--- config.mk ---
export PLATFORM = sky130hd
export DESIGN_NAME = hog_custom_fifo
export DESIGN_NICKNAME = d
export VERILOG_FILES = /design/src/rtl/hog_custom_fifo_pkg.sv /design/src/rtl/hog_custom_fifo.sv
export SDC_FILE = /design/constraint.sdc
export NUM_CORES = 1
export LEC_CHECK = 0
export BUFFER_PORTS_ARGS = -buffer_cell sky130_fd_sc_hd__buf_4
export CORE_MARGIN = 3
export CORE_UTILIZATION = 45
export DETAILED_ROUTE_END_ITERATION = 10
export GPL_TIMING_DRIVEN = 0
export MAX_ROUTING_LAYER = met4
export SLEW_MARGIN = 30
export SYNTH_ARGS = -nofsm -noshare
export SYNTH_HDL_FRONTEND = slang
export SYNTH_SLANG_ARGS = --single-unit
--- constraint.sdc ---
create_clock -name clk -period 2.87 [get_ports clk]
set_input_delay 0.4305 -clock clk [delete_from_list [all_inputs] [get_ports clk]]
set_output_delay 0.4305 -clock clk [all_outputs]
set_load 0.05 [all_outputs]
--- src/rtl/hog_custom_fifo_pkg.sv ---
// Shared definitions for the HOG streaming FIFO: default geometry and the
// per-cycle transfer classification used to update occupancy.
package hog_custom_fifo_pkg;

  localparam int DEFAULT_DATA_WIDTH = 8;
  localparam int DEFAULT_FIFO_DEPTH = 9;

  // Encoding is {write_transfer, read_transfer} so it can be cast directly.
  typedef enum logic [1:0] {
    XFER_IDLE = 2'b00,
    XFER_RD   = 2'b01,
    XFER_WR   = 2'b10,
    XFER_BOTH = 2'b11
  } xfer_e;

endpackage

--- src/rtl/hog_custom_fifo.sv ---
// First-word-fall-through FIFO for arbitrary depth, with explicit pointer wrap
// and a border flag marking the head word held in the last storage slot.
module hog_custom_fifo
  import hog_custom_fifo_pkg::*;
#(
  parameter int DATA_WIDTH = DEFAULT_DATA_WIDTH,
  parameter int FIFO_DEPTH = DEFAULT_FIFO_DEPTH
) (
  input  logic                  clk,
  input  logic                  rst,
  input  logic [DATA_WIDTH-1:0] w_data,
  input  logic                  w_valid,
  output logic                  w_ready,
  output logic [DATA_WIDTH-1:0] r_data,
  output logic                  r_valid,
  input  logic                  r_ready,
  output logic                  fifo_full,
  output logic                  border_flag
);

  localparam int PTR_W = (FIFO_DEPTH > 1) ? $clog2(FIFO_DEPTH) : 1;
  localparam int CNT_W = $clog2(FIFO_DEPTH + 1);

  localparam logic [PTR_W-1:0] LAST_PTR = PTR_W'(FIFO_DEPTH - 1);
  localparam logic [PTR_W-1:0] PTR_ONE  = PTR_W'(1);
  localparam logic [CNT_W-1:0] FULL_CNT = CNT_W'(FIFO_DEPTH);
  localparam logic [CNT_W-1:0] CNT_ONE  = CNT_W'(1);

  logic [DATA_WIDTH-1:0] mem_q [FIFO_DEPTH];

  logic [PTR_W-1:0] wr_ptr_q, wr_ptr_d;
  logic [PTR_W-1:0] rd_ptr_q, rd_ptr_d;
  logic [CNT_W-1:0] count_q, count_d;

  logic  wr_en;
  logic  rd_en;
  xfer_e xfer;

  // Status flags and handshakes derive purely from occupancy; a full FIFO
  // refuses writes even when a read frees a slot in the same cycle.
  always_comb begin
    r_valid     = (count_q != '0);
    fifo_full   = (count_q == FULL_CNT);
    w_ready     = !fifo_full;
    wr_en       = w_valid && w_ready;
    rd_en       = r_valid && r_ready;
    xfer        = xfer_e'({wr_en, rd_en});
    r_data      = mem_q[rd_ptr_q];
    border_flag = r_valid && (rd_ptr_q == LAST_PTR);
  end

  // Next-state for pointers (explicit wrap, no power-of-two assumption) and count.
  always_comb begin
    wr_ptr_d = wr_ptr_q;
    rd_ptr_d = rd_ptr_q;
    count_d  = count_q;

    if (wr_en) begin
      wr_ptr_d = (wr_ptr_q == LAST_PTR) ? '0 : wr_ptr_q + PTR_ONE;
    end
    if (rd_en) begin
      rd_ptr_d = (rd_ptr_q == LAST_PTR) ? '0 : rd_ptr_q + PTR_ONE;
    end

    unique case (xfer)
      XFER_WR:   count_d = count_q + CNT_ONE;
      XFER_RD:   count_d = count_q - CNT_ONE;
      default:   count_d = count_q;
    endcase
  end

  // Control state; reset discards contents immediately by clearing occupancy.
  always_ff @(posedge clk or negedge rst) begin
    if (!rst) begin
      wr_ptr_q <= '0;
      rd_ptr_q <= '0;
      count_q  <= '0;
    end else begin
      wr_ptr_q <= wr_ptr_d;
      rd_ptr_q <= rd_ptr_d;
      count_q  <= count_d;
    end
  end

  // Storage array: unreset, written on accepted writes, read asynchronously.
  always_ff @(posedge clk) begin
    if (wr_en) begin
      mem_q[wr_ptr_q] <= w_data;
    end
  end

endmodule

==> metrics <==
layout cell share with drive strength beyond 1=28.0%; HP Start=w_data[1]; Pleak=1.52 nW; Max-Cap Viols=0; fill count=653; Inserted Diodes=0; fin cells=370; Post-Place Cells=353; initial antenna violation count=0; FFs w/ async S/R, synth=between 10 and 15%; Die ar.=about 9200 µm²; Tot GR Track Use=17.2%; Post-synth EDFFs=72; vias in the first global route=1988; Buffers on Ports=23; worst vdd ir=0.552 mV; pre-CTS WS=0.399 ns; CP Launch Type=flip-flop; Final period util=a little over nine tenths; Fin Setup TNS=0 ns; post-layout minimum cycle time=between 2 and 3 ns; GP Congestion=between 0.8 and 0.9; CP Class=reg -> out; Post-CTS Resized=0; final net count=about 280; reg2reg start=count_q[0]$_DFFE_PN0P_; residual DRC count=0; io pins=24; Clock Path Buffers=2; clock sinks=84; clk_skew=0.00911 ns; Hold Fails Final Rpt=0; chip width=96.1 µm; Synth warnings=0; Synthesized Nets=248; Avg WL per Cell=19.2 µm; PwrDens=1080 nW/µm²; register clock-pin slew on the reported worst setup and hold paths=0.09 ns; antenna-violating nets left=0; CTS tree=done; DP HPWL=4550 µm; Min Hold Slack=roughly 0.31 ns; first-pass GRT wire length=10900 µm; Area Growth Syn to Fin=14.9%; Synth cell types=38; sequential share of the synthesized area=approximately two thirds; number of vias in the routed layout=2026; Worst-Skew Late Latency=0.36 ns; status=complete, no violations; Peak Freq=370 MHz; setup ws final=0.171 ns; total CTS buffers=9; syn avg cell area=16.1 µm²; DR pass1 iterations=4; Slew Limit Fails=0; Core Box Area=7810 µm²; Tot Pwr=~0.0045 W; count of state elements after synthesis=84; drt first-iter violations=129; Post-Syn Area=3660 µm²; Setup crit start=rd_ptr_q[1]$_DFFE_PN0P_; # setup viols final=0; RSZ-0062 raised after global routing=no; Slew @ Worst Pin=about 0.6 ns; die height=between 90 and 100 µm; Hold Path Class=in -> reg; Worst setup EP type=primary output; ys flop type=edfxtp_1; footprint of the multi-input gates=1070 µm²; normalized max-slew margin=61.0%; post-DR vias/cell=~5.5; global route overflow=0; num rows=32; FF/Latch Area=~2500 µm²; Req. time, crit path=approximately 2.4 ns; Syn Inst Count=227; CP max FO=10; CTS Root Cell=clkbuf_8; WL final=7110 µm; crit path DAT=between 2 and 2.5 ns; CTS H-Tree Depth=3; largest net degree at the start of global routing=16; Starting Density=roughly 47%
-- what timing repair did --
item | CTS | global route
endpoints found under the hold margin | 12 | 0
setup endpoints to repair | 0 | 0
hold buffers | 1 | 0
buffers inserted | 0 | 0
-- per-stage QoR --
stage	cell area [µm²]	util [%]
2_1_floorplan	3660	-
3_3_place_gp	3960	50.7
3_5_place_dp	3970	50.8
4_1_cts	4200	53.8
5_1_grt	4200	53.8
6_report	4200	53.8
-- Yosys cell counts, types with 2 or more instances --
master | instances | area, µm²
nand2_1 | 14 | 52.6
buf_4 | 2 | 15.0
and2_1 | 4 | 25.0
mux2i_1 | 8 | 80.1
inv_1 | 7 | 26.3
and3_1 | 4 | 25.0
nor4_1 | 2 | 12.5
nor2_1 | 3 | 11.3
xnor2_1 | 2 | 17.5
buf_2 | 3 | 15.0
dfrtp_1 | 12 | 300
o21ai_1 | 7 | 35.0
nand3_1 | 12 | 60.1
buf_6 | 2 | 22.5
a21o_1 | 2 | 15.0
mux4_2 | 8 | 180
o221ai_1 | 8 | 70.1
edfxtp_1 | 72 | 2160
ha_1 | 9 | 113
clkbuf_8 | 3 | 41.3
a21oi_1 | 2 | 10.0
o21ai_0 | 8 | 40.0
nor3_1 | 6 | 30.0
mux2_2 | 11 | 124
xor2_1 | 3 | 26.3
-- layer usage --
layer / up-vias / GRT usage (%) / share of wire, %
met4: 0 / 8.53 / 2.6
met3: 16 / 3.05 / 4.5
met1: 1013 / 23.3 / 46
met5: - / - / 0
met2: 47 / 25.1 / 47
li1: 950 / - / -
-- cells by family (layout without fill, tap and decap cells) --
logic type / count (synthesis) / after routing / synth area share [%]
DFF: 84 / 84 / 67.4
AOI/OAI and AO/OA: 31 / 31 / 6.26
adders and majority gates: 9 / 9 / 3.08
xor gates and xnor gates: 5 / 5 / 1.20
muxes: 27 / 27 / 10.5
buffers and inverters: 19 / 60 / 3.49
and+or+nand+nor: 52 / 52 / 8.11
-- state kept, by name (all words and copies together) (netlist names) --
register and count:
mem_q 72, count_q 4, wr_ptr_q 4, rd_ptr_q 4
-- cell usage in the layout, fill, tap and decap left out, drive strengths merged, types with 9 or more instances in the layout --
master,count
edfxtp,72
buf,31
nand2,15
o21ai,15
clkbuf,13
nand3,12
dfrtp,12
mux2,11
inv,10
ha,9
-- critical path: stages, from the launching register on --
cell and delay (ns):
dfrtp_1 0.36, buf_2 0.30, clkbuf_8 0.24, inv_1 0.07, nand2_1 0.33, o221ai_1 0.17, o21ai_1 0.20, buf_4 0.23
-- report_power, final --
part	total, W	switching [W]	internal (W)
clock network	0.000929	0.000433	0.000496
logic	0.00192	0.00119	0.000734
registers	0.00167	0.000144	0.00153
-- final cells by class --
cell class	count	area share, %
Tap cell	102	3.04
Timing Repair Buffer	25	4.53
Buffer	11	2.32
Inverter	8	0.715
Sequential cell	84	58.6
Multi-Input combinational cell	124	25.5
Clock buffer	9	2.95
Clock inverter	7	2.35
-- final timing paths --
path | end | slack, ns | cells past startpoint
max | r_data[0] | 0.17 | 7
min | mem_q[1][1]$_DFFE_PP_ | 0.31 | 1
max reg2reg | count_q[2]$_DFFE_PN0P_ | 0.39 | 9
min reg2reg | wr_ptr_q[0]$_DFFE_PN0P_ | 0.61 | 1
max in group asynchronous | wr_ptr_q[3]$_DFFE_PN0P_ | 2.26 | 2
min in group asynchronous | rd_ptr_q[3]$_DFFE_PN0P_ | 0.45 | 2
(Power assumes the default switching activity.)
